$ cat src/rtl/seq_pattern_pkg.sv
// Shared constants for the serial pattern transmitter: FSM state codes and the
// power-on pattern.
package seq_pattern_pkg;

    localparam logic [2:0] ST_IDLE   = 3'd0;
    localparam logic [2:0] ST_SHIFT  = 3'd1;
    localparam logic [2:0] ST_GAP    = 3'd2;
    localparam logic [2:0] ST_PARITY = 3'd3;
    localparam logic [2:0] ST_DONE   = 3'd4;

    localparam logic [3:0] DEFAULT_PATTERN = 4'b1011;

endpackage

$ cat src/rtl/piso_shift.sv
// Parallel-in / serial-out register; the MSB flop drives the serial line directly,
// so loading zero is how the line is parked low between bits.
module piso_shift #(
    parameter int W = 4
) (
    input  logic         clk,
    input  logic         rst,
    input  logic         i_load,
    input  logic [W-1:0] i_din,
    input  logic         i_shift_en,
    output logic         o_msb
);

    logic [W-1:0] r_shift;

    // NOTE: sequential state is written with non-blocking assignments only, so every
    // flop samples pre-edge values regardless of block ordering.
    always_ff @(posedge clk or negedge rst) begin
        if (!rst) begin
            r_shift <= '0;
        end else if (i_load) begin
            r_shift <= i_din;
        end else if (i_shift_en) begin
            r_shift <= {r_shift[W-2:0], 1'b0};
        end
    end

    assign o_msb = r_shift[W-1];

endmodule

$ cat src/rtl/seq_pattern_tx.sv
// Serial pattern transmitter: sends pat_reg MSB first, rep_in+1 times with GAP idle
// cycles between repeats. Define PATTERN_PARITY_EN to append an even-parity bit.
module seq_pattern_tx
    import seq_pattern_pkg::*;
#(
    parameter int               PAT_W   = 4,
    parameter logic [PAT_W-1:0] PATTERN = DEFAULT_PATTERN,
    parameter int               GAP     = 2,
    parameter int               REP_W   = 4
) (
    input  logic             clk,
    input  logic             rst,
    input  logic             load,
    input  logic [PAT_W-1:0] pat_in,
    input  logic             start,
    input  logic [REP_W-1:0] rep_in,
    input  logic             abort,
    output logic             xout,
    output logic             xvalid,
    output logic             busy,
    output logic             done
);

    localparam int               IDX_W    = (PAT_W > 1) ? $clog2(PAT_W) : 1;
    localparam logic [IDX_W-1:0] IDX_MSB  = IDX_W'(PAT_W - 1);
    localparam logic [3:0]       GAP_LAST = (GAP > 0) ? 4'(GAP - 1) : 4'd0;
    localparam bit               HAS_GAP  = (GAP != 0);

    logic [2:0]       r_state;
    logic [PAT_W-1:0] r_pat;
    logic [IDX_W-1:0] r_bit_idx;
    logic [REP_W-1:0] r_rep_cnt;
    logic [3:0]       r_gap_cnt;
    logic             r_xvalid;
    logic             r_busy;
    logic             r_done;

    logic [2:0]       w_state_nxt;
    logic [IDX_W-1:0] w_bit_idx_nxt;
    logic [REP_W-1:0] w_rep_cnt_nxt;
    logic [3:0]       w_gap_cnt_nxt;
    logic             w_piso_load;
    logic [PAT_W-1:0] w_piso_din;
    logic             w_piso_shift;
    logic             w_pat_end;
    logic             w_msb;

    // NOTE: every variable gets a default before the case, so no path leaves one
    // unassigned and no latch is inferred.
    always_comb begin
        w_state_nxt   = r_state;
        w_bit_idx_nxt = r_bit_idx;
        w_rep_cnt_nxt = r_rep_cnt;
        w_gap_cnt_nxt = r_gap_cnt;
        w_piso_load   = 1'b0;
        w_piso_din    = '0;
        w_piso_shift  = 1'b0;
        w_pat_end     = 1'b0;

        case (r_state)
            ST_IDLE: begin
                if (start) begin
                    w_state_nxt   = ST_SHIFT;
                    w_bit_idx_nxt = IDX_MSB;
                    w_rep_cnt_nxt = rep_in;
                    w_piso_load   = 1'b1;
                    w_piso_din    = load ? pat_in : r_pat;
                end
            end
            ST_SHIFT: begin
                if (abort) begin
                    w_state_nxt = ST_IDLE;
                    w_piso_load = 1'b1;
                end else if (r_bit_idx == '0) begin
`ifdef PATTERN_PARITY_EN
                    w_state_nxt = ST_PARITY;
                    w_piso_load = 1'b1;
                    w_piso_din  = {^r_pat, {(PAT_W-1){1'b0}}};
`else
                    w_pat_end   = 1'b1;
`endif
                end else begin
                    w_bit_idx_nxt = r_bit_idx - 1'b1;
                    w_piso_shift  = 1'b1;
                end
            end
`ifdef PATTERN_PARITY_EN
            ST_PARITY: begin
                if (abort) begin
                    w_state_nxt = ST_IDLE;
                    w_piso_load = 1'b1;
                end else begin
                    w_pat_end = 1'b1;
                end
            end
`endif
            ST_GAP: begin
                if (abort) begin
                    w_state_nxt = ST_IDLE;
                end else if (r_gap_cnt == '0) begin
                    w_state_nxt   = ST_SHIFT;
                    w_bit_idx_nxt = IDX_MSB;
                    w_rep_cnt_nxt = r_rep_cnt - 1'b1;
                    w_piso_load   = 1'b1;
                    w_piso_din    = r_pat;
                end else begin
                    w_gap_cnt_nxt = r_gap_cnt - 1'b1;
                end
            end
            ST_DONE: begin
                w_state_nxt = ST_IDLE;
            end
            default: begin
                w_state_nxt = ST_IDLE;
                w_piso_load = 1'b1;
            end
        endcase

        // End of one pattern copy: finish, idle for the gap, or restart immediately.
        if (w_pat_end) begin
            w_piso_load = 1'b1;
            if (r_rep_cnt == '0) begin
                w_state_nxt = ST_DONE;
            end else if (HAS_GAP) begin
                w_state_nxt   = ST_GAP;
                w_gap_cnt_nxt = GAP_LAST;
            end else begin
                w_state_nxt   = ST_SHIFT;
                w_bit_idx_nxt = IDX_MSB;
                w_rep_cnt_nxt = r_rep_cnt - 1'b1;
                w_piso_din    = r_pat;
            end
        end
    end

    always_ff @(posedge clk or negedge rst) begin
        if (!rst) begin
            r_state   <= ST_IDLE;
            r_pat     <= PATTERN;
            r_bit_idx <= '0;
            r_rep_cnt <= '0;
            r_gap_cnt <= '0;
            r_xvalid  <= 1'b0;
            r_busy    <= 1'b0;
            r_done    <= 1'b0;
        end else begin
            r_state   <= w_state_nxt;
            r_bit_idx <= w_bit_idx_nxt;
            r_rep_cnt <= w_rep_cnt_nxt;
            r_gap_cnt <= w_gap_cnt_nxt;
            if ((r_state == ST_IDLE) && load) begin
                r_pat <= pat_in;
            end
            // Status flags decode the next state so they line up with the serial bit.
            r_xvalid <= (w_state_nxt == ST_SHIFT) || (w_state_nxt == ST_PARITY);
            r_busy   <= (w_state_nxt == ST_SHIFT) || (w_state_nxt == ST_GAP) ||
                        (w_state_nxt == ST_PARITY);
            r_done   <= (w_state_nxt == ST_DONE);
        end
    end

    piso_shift #(
        .W (PAT_W)
    ) u_piso (
        .clk        (clk),
        .rst        (rst),
        .i_load     (w_piso_load),
        .i_din      (w_piso_din),
        .i_shift_en (w_piso_shift),
        .o_msb      (w_msb)
    );

    assign xout   = w_msb;
    assign xvalid = r_xvalid;
    assign busy   = r_busy;
    assign done   = r_done;

endmodule

$ cat config.mk
export PLATFORM = sky130hd
export DESIGN_NAME = seq_pattern_tx
export DESIGN_NICKNAME = d
export VERILOG_FILES = /design/src/rtl/seq_pattern_pkg.sv /design/src/rtl/piso_shift.sv /design/src/rtl/seq_pattern_tx.sv
export SDC_FILE = /design/constraint.sdc
export NUM_CORES = 1
export LEC_CHECK = 0
export CAP_MARGIN = 15
export CELL_PAD_IN_SITES_DETAIL_PLACEMENT = 0
export CELL_PAD_IN_SITES_GLOBAL_PLACEMENT = 1
export CORE_AREA = 3 3 59 61
export CTS_BUF_LIST = sky130_fd_sc_hd__clkbuf_16
export DETAILED_ROUTE_END_ITERATION = 10
export DIE_AREA = 0 0 62 64
export GPL_TIMING_DRIVEN = 0
export HOLD_SLACK_MARGIN = 0.05
export PLACE_DENSITY_LB_ADDON = 0.1
export SYNTH_ARGS = -nofsm -noshare
export SYNTH_HDL_FRONTEND = slang
export SYNTH_SLANG_ARGS = --single-unit
export TNS_END_PERCENT = 10
$ cat constraint.sdc
create_clock -name clk -period 2.2 [get_ports clk]
set_input_delay 0.22 -clock clk [delete_from_list [all_inputs] [get_ports clk]]
set_output_delay 0.22 -clock clk [all_outputs]
set_load 0.01 [all_outputs]
# Word-level counts from Yosys, hierarchy flattened
# Cells that the tools add are included.
[totals] in_bits=13 output_inout_bits=4 ff_bits=24 elab_cells=78
[classes] muxes=41 n_reduce_logical=13 eq_ne=12 n_addsub=3
[ops] op="2-to-1 mux 4 bit" n=14
[ops] op="2-to-1 mux 3 bit" n=6
[ops] op="one-hot mux 4 bit (2 select lines)" n=2
[ops] op="2-to-1 mux 1 bit" n=11
[ops] op="2-to-1 mux 2 bit" n=5
[ops] op="!= test 2 bit, second input constant" n=5
[ops] op="equality test 3 x 2 -> 1 bit, second input constant" n=3
[ops] op="one-hot mux 3 bit (3 select lines)" n=1
[ops] op="logical NOT 4 bit" n=2
[ops] op="subtractor 4 x 1 -> 4 bit, second input constant" n=2
[ops] op="equality test 3 x 1 -> 1 bit, second input constant" n=2
[ops] op="equality test 3 bit, second input constant" n=2
[ops] op="one-hot mux 2 bit (3 select lines)" n=1
[ops] op="AND reduction 6 bit" n=1
[ops] op="one-hot mux 1 bit (4 select lines)" n=1
[ops] op="AND reduction 4 bit" n=1
[ops] op="nonzero test 2 bit" n=2
[ops] op="logical NOT 3 bit" n=1
[ops] op="logical OR 1 bit" n=3
[ops] op="nonzero test 3 bit" n=1
[ops] op="logical NOT 2 bit" n=1
[ops] op="subtractor 2 x 1 -> 2 bit, second input constant" n=1
[ops] op="logical AND 1 bit" n=1

# Logic depth before layout (Yosys ltp)
[depth] ltp_word=8 ltp_mapped=6 ltp_nobuf=6

# Modules after synthesis
# From an unflattened synthesis, not the netlist that was laid out.
[unflattened] cells_unflattened=126 area_unflattened_um2=1288.7
[by_module_without_submodules] module="seq_pattern_tx" seq_area_each_um2=504.2 cells_per_inst=111 area_each_um2=1119.8 n_inst=1
[by_module_without_submodules] module="piso_shift" seq_area_each_um2=100.1 cells_per_inst=15 area_each_um2=168.9 n_inst=1

# Least setup slack after synthesis
# OpenSTA, ideal clock, no wires.
[synth_path] kind="reg-to-reg" from="register r_gap_cnt[0]" to="register r_bit_idx[1]" setup_time_ns=0.128 t_required_ns=2.072 path_buffers=0 path_stages_with_launch=7 period_less_slack_ns=1.710 arrival_ns=1.583 path_slack_ns=0.490 path_cell_list="dfrtp_1 inv_1 ha_1 or3b_1 o22ai_1 o21ai_1 mux2_1"
[synth_via] elab_chain_len=3
[synth_rtl] element="start: declaration" line_no="seq_pattern_tx.sv:33" source="logic [3:0] r_gap_cnt;"
[synth_rtl] element="start signal: assignment" line_no="seq_pattern_tx.sv:150" source="r_gap_cnt <= w_gap_cnt_nxt;"
[synth_rtl] element="logical NOT 4 bit" line_no="seq_pattern_tx.sv:100" source="end else if (r_gap_cnt == '0) begin"
[synth_rtl] element="!= test 2 bit (no line)"
[synth_rtl] element="AND reduction 6 bit (no line)"
[synth_rtl] element="end signal: assignment" line_no="seq_pattern_tx.sv:148" source="r_bit_idx <= w_bit_idx_nxt;"
[synth_rtl] element="end: declaration" line_no="seq_pattern_tx.sv:31" source="logic [IDX_W-1:0] r_bit_idx;"
# No other way between the ends.
# A chain may end at the register's enable or synchronous reset.

# Worst setup path in the final report
# Same ends and word-level chain as after synthesis.

==> out/results.tsv <==
stage	metric	value	unit
logic_synthesis	postSynthAreaPerCell	10.30	um2
layout	syn_to_final_growth	24.38	%
logic_synthesis	synth-xor-area-share	0.6910	%
logic_synthesis	compound_cell_area_share_of_the_yosys_netlist	11.94	%
global_route	grt_overflow_total	0	
cts	clock_tree.buffer_depth	2	
worst_setup_path	timing.rr.start	r_gap_cnt[0]$_DFF_PN0_	
cts	cts_sinks	24	
timing	setup_repair_after_global_routing_missed_its_margin	no	
logic_synthesis	sequential_share_of_the_synthesized_area	47.68	%
cts	clock_tree.root_cell	sky130_fd_sc_hd__clkbuf_16	
timing	max_transition_viols_final	0	
floorplanning	initial_core_util	41.86	%
floorplanning	row_count	20	
detailed_routing	antenna_left	0	
detailed_routing	via_count	964	
global_route	antenna_violations_before_repair	0	
timing	worst_clock_skew	0.001039	ns
global_route	grt_util_all_layers	14.88	%
detailed_routing	route.detailed.vias_per_inst	5.128	
floorplanning	core_region_area	0.003028	mm2
layout	fin_nets	161	
cts	post_cts.resized_instances	0	
logic_synthesis	syn-instance-count	123	
pwr	irDropWorstVdd	0.0004336	V
cts	cts_hold_buffers	0	
floorplanning	die_width	62	um
logic_synthesis	yosys.cell_types.count	38	
worst_setup_path	worst_ep_arrival_time	2.09	ns
worst_setup_path	critical_path.slowest_cell	sky130_fd_sc_hd__dfrtp_1	
worst_setup_path	critical_path_peak_fanout	5	
worst_setup_path	timing.rr.end	r_bit_idx[1]$_DFFE_PN0P_	
timing	finalCriticalPeriod	1.951	ns
logic_synthesis	largest_family_of_logic_cells_by_synthesized_area	simple AND/OR/NAND/NOR gates	
logic_synthesis	postSynthRegisterBits	24	
logic_synthesis	syn_nets	139	
layout	drive_above_1_share	16.67	%
worst_setup_path	critPathBufInv	1	
layout	final.fill_count	289	
cts	numCtsBuffers	3	
pwr	cellLeakagePower	0.0006833	uW
layout	antenna_cells	0	
logic_synthesis	post_synth_fa_ha_maj_area_fraction	2.962	%
cts	clock_latency	0.25	ns
cts	postCtsSetupBuffers	0	
cts	worst_setup_hold_path_clk_slew	0.06	ns
worst_setup_path	critical-path-top-delay-family	flip-flops	
min_path	worstHoldPathType	primary input to asynchronous set/reset pin	
timing	fmaxAchievable	0.5127	GHz
logic_synthesis	synth_top_area_cell	sky130_fd_sc_hd__dfrtp_1	
timing	slew_headroom	56.60	%
timing	tightest_slew	0.6456	ns
worst_setup_path	startpoint_type	register	
worst_setup_path	worst_reg2reg_path_depth	6	
logic_synthesis	synthesis.area	0.001267	mm2
logic_synthesis	netlist_top_cells_area	sky130_fd_sc_hd__dfrtp_1 41%, sky130_fd_sc_hd__dfstp_2 6.2%, sky130_fd_sc_hd__nand2_1 5.6%	
detailed_routing	drt-initial-drc-count	44	
detailed_routing	post-route-drc-count	0	
logic_synthesis	synth-simple-area-share	25.47	%
worst_setup_path	worst-endpoint-required	2.34	ns
global_route	grt_pass1_wl	4443	um
layout	most_common_cell_after_layout_fill_and_taps_aside	sky130_fd_sc_hd__dfrtp_1	
pwr	totalPowerFinal	1748	uW
floorplanning	floorplan.io_pins	17	
cts	cts_tree	yes	
pwr	power_density	1109	mW/mm2
worst_setup_path	worstPathCellList	inv_1 > ha_1 > or3b_1 > o22ai_1 > o21ai_1 > mux2_1	
global_route	first_global_vias	942	
worst_setup_path	worst-r2r-setup-slack	0.25	ns
logic_synthesis	warnings_from_yosys	0	
placed_design	hpwl_detailed	1847	um
placed_design	io_buffers	16	
layout	utilization	52.07	%
floorplanning	die_height	64	um
timing	setup_violations	0	
floorplanning	die_area	0.003968	mm2
detailed_routing	routedWlPerCell	13.28	um
worst_setup_path	setup.worst_path.class	register to register	
timing	min_period_over_period	88.66	%
timing	final_layout_setup_total_negative_slack	0	ns
placed_design	gp_congestion	0.7762	
cts	clock_tree.htree_level_count	1	
global_route	grt_start_max_net_pins	25	
logic_synthesis	yosys-mux-area-fraction	6.120	%
run_status	status	finished, final reports clean	
job	max_cap_violations	0	
detailed_routing	routed_wl	2497	um
detailed_routing	detailedRoute.firstPassIterationCount	4	
worst_setup_path	end_kind	register	
logic_synthesis	post-synth-top-area-fraction	41.46	%
timing	hold_violations	0	
worst_setup_path	cpPeakStageDelay	0.41	ns
layout	final_cell_mix	21 x sky130_fd_sc_hd__dfrtp_1, 19 x sky130_fd_sc_hd__nand2_1, 16 x sky130_fd_sc_hd__clkdlybuf4s50_1	
-- through the flow --
step           instances  area, um2  hold slack (ns)  worst slack (ns)
6_report             188       1577           0.3435            0.2494
5_1_grt              188       1577           0.3767            0.1046
4_1_cts              187       1562           0.4756            0.2457
3_5_place_dp         183       1483           0.4668            0.1773
3_3_place_gp         183       1483           0.4583            0.2117
2_1_floorplan        123       1267         -0.07559            0.4896
-- sequential cells by signal, summed over array words and instances (netlist names) --
register,flops
u_piso.r_shift,4
done,1
xvalid,1
r_bit_idx,2
busy,1
r_rep_cnt,4
r_gap_cnt,4
r_state,3
r_pat,4
-- how the worst max path moves through the flow --
stage | slack, ns | depth (start not counted) | start | end
CTS | 0.25 | 6 | r_gap_cnt[0]$_DFF_PN0_ | r_bit_idx[1]$_DFFE_PN0P_
global placement | 0.21 | 5 | abort | u_piso.r_shift[3]$_DFFE_PN0P_
global route | 0.10 | 6 | r_gap_cnt[0]$_DFF_PN0_ | r_bit_idx[1]$_DFFE_PN0P_
floorplan | 0.49 | 6 | r_gap_cnt[0]$_DFF_PN0_ | r_bit_idx[1]$_DFFE_PN0P_
detailed placement | 0.18 | 5 | abort | u_piso.r_shift[3]$_DFFE_PN0P_
finish | 0.25 | 6 | r_gap_cnt[0]$_DFF_PN0_ | r_bit_idx[1]$_DFFE_PN0P_
-- layout make-up --
type | instances | area [um2] | area share (%)
multi-input combinational | 86 | 598.1 | 37.94
clock buffer | 3 | 75.07 | 4.762
clock inverter | 1 | 3.754 | 0.2381
tap | 44 | 55.05 | 3.492
sequential | 24 | 604.3 | 38.33
buffer | 4 | 31.28 | 1.984
inverter | 9 | 33.78 | 2.143
timing repair buffer | 17 | 175.2 | 11.11
-- Yosys cell counts --
| cell | n |
|---|---|
| sky130_fd_sc_hd__mux2_1 | 1 |
| sky130_fd_sc_hd__ha_1 | 3 |
| sky130_fd_sc_hd__and2_1 | 2 |
| sky130_fd_sc_hd__inv_1 | 9 |
| sky130_fd_sc_hd__nor4_2 | 1 |
| sky130_fd_sc_hd__buf_4 | 2 |
| sky130_fd_sc_hd__or3_1 | 2 |
| sky130_fd_sc_hd__o21ai_1 | 5 |
| sky130_fd_sc_hd__nor3b_1 | 5 |
| sky130_fd_sc_hd__a32oi_1 | 1 |
| sky130_fd_sc_hd__a21oi_2 | 2 |
| sky130_fd_sc_hd__mux2i_1 | 1 |
| sky130_fd_sc_hd__a21oi_1 | 4 |
| sky130_fd_sc_hd__a211oi_1 | 2 |
| sky130_fd_sc_hd__buf_6 | 1 |
| sky130_fd_sc_hd__nor3_1 | 3 |
| sky130_fd_sc_hd__nand4b_1 | 1 |
| sky130_fd_sc_hd__nand3_1 | 3 |
| sky130_fd_sc_hd__nand2b_1 | 3 |
| sky130_fd_sc_hd__o21ai_0 | 1 |
| sky130_fd_sc_hd__dfstp_2 | 3 |
| sky130_fd_sc_hd__buf_2 | 1 |
| sky130_fd_sc_hd__a222oi_1 | 3 |
| sky130_fd_sc_hd__dfrtp_1 | 21 |
| sky130_fd_sc_hd__xnor2_1 | 1 |
| sky130_fd_sc_hd__a22o_1 | 1 |
| sky130_fd_sc_hd__or3b_1 | 2 |
| sky130_fd_sc_hd__nor2_1 | 7 |
| sky130_fd_sc_hd__nand3b_1 | 1 |
| sky130_fd_sc_hd__o22ai_1 | 1 |
| sky130_fd_sc_hd__mux2_2 | 5 |
| sky130_fd_sc_hd__a2111oi_2 | 1 |
| sky130_fd_sc_hd__nand2_1 | 19 |
| sky130_fd_sc_hd__nor4b_4 | 1 |
| sky130_fd_sc_hd__nor4b_2 | 1 |
| sky130_fd_sc_hd__nor3_2 | 1 |
| sky130_fd_sc_hd__nor3b_2 | 1 |
| sky130_fd_sc_hd__or2_1 | 1 |
-- layer usage --
| layer | vias to the layer above | GRT usage [%] | wire (um) |
|---|---|---|---|
| met5 | - | 0 | 0 |
| met4 | 0 | 5.570 | 44 |
| met3 | 4 | 3.030 | 102 |
| met2 | 17 | 22.54 | 1198 |
| met1 | 465 | 20.48 | 1151 |
| li1 | 478 | - | - |
-- report_power, final --
group / total [uW] / switching, uW / internal [uW]
combinational: 619 / 307 / 312
sequential: 735 / 106 / 629
clock: 393 / 150 / 243
total: 1750 / 563 / 1180
-- cell families (layout without fill, tap and decap cells) --
kind of cell,Yosys count,in the layout
AOI/OAI and AO/OA,21,21
xor gates and xnor gates,1,1
adders and majority gates,3,3
buffers and inverters,13,34
DFF,24,24
muxes,7,7
and+or+nand+nor,54,54
Note: power is estimated with default switching activity, not from simulation.
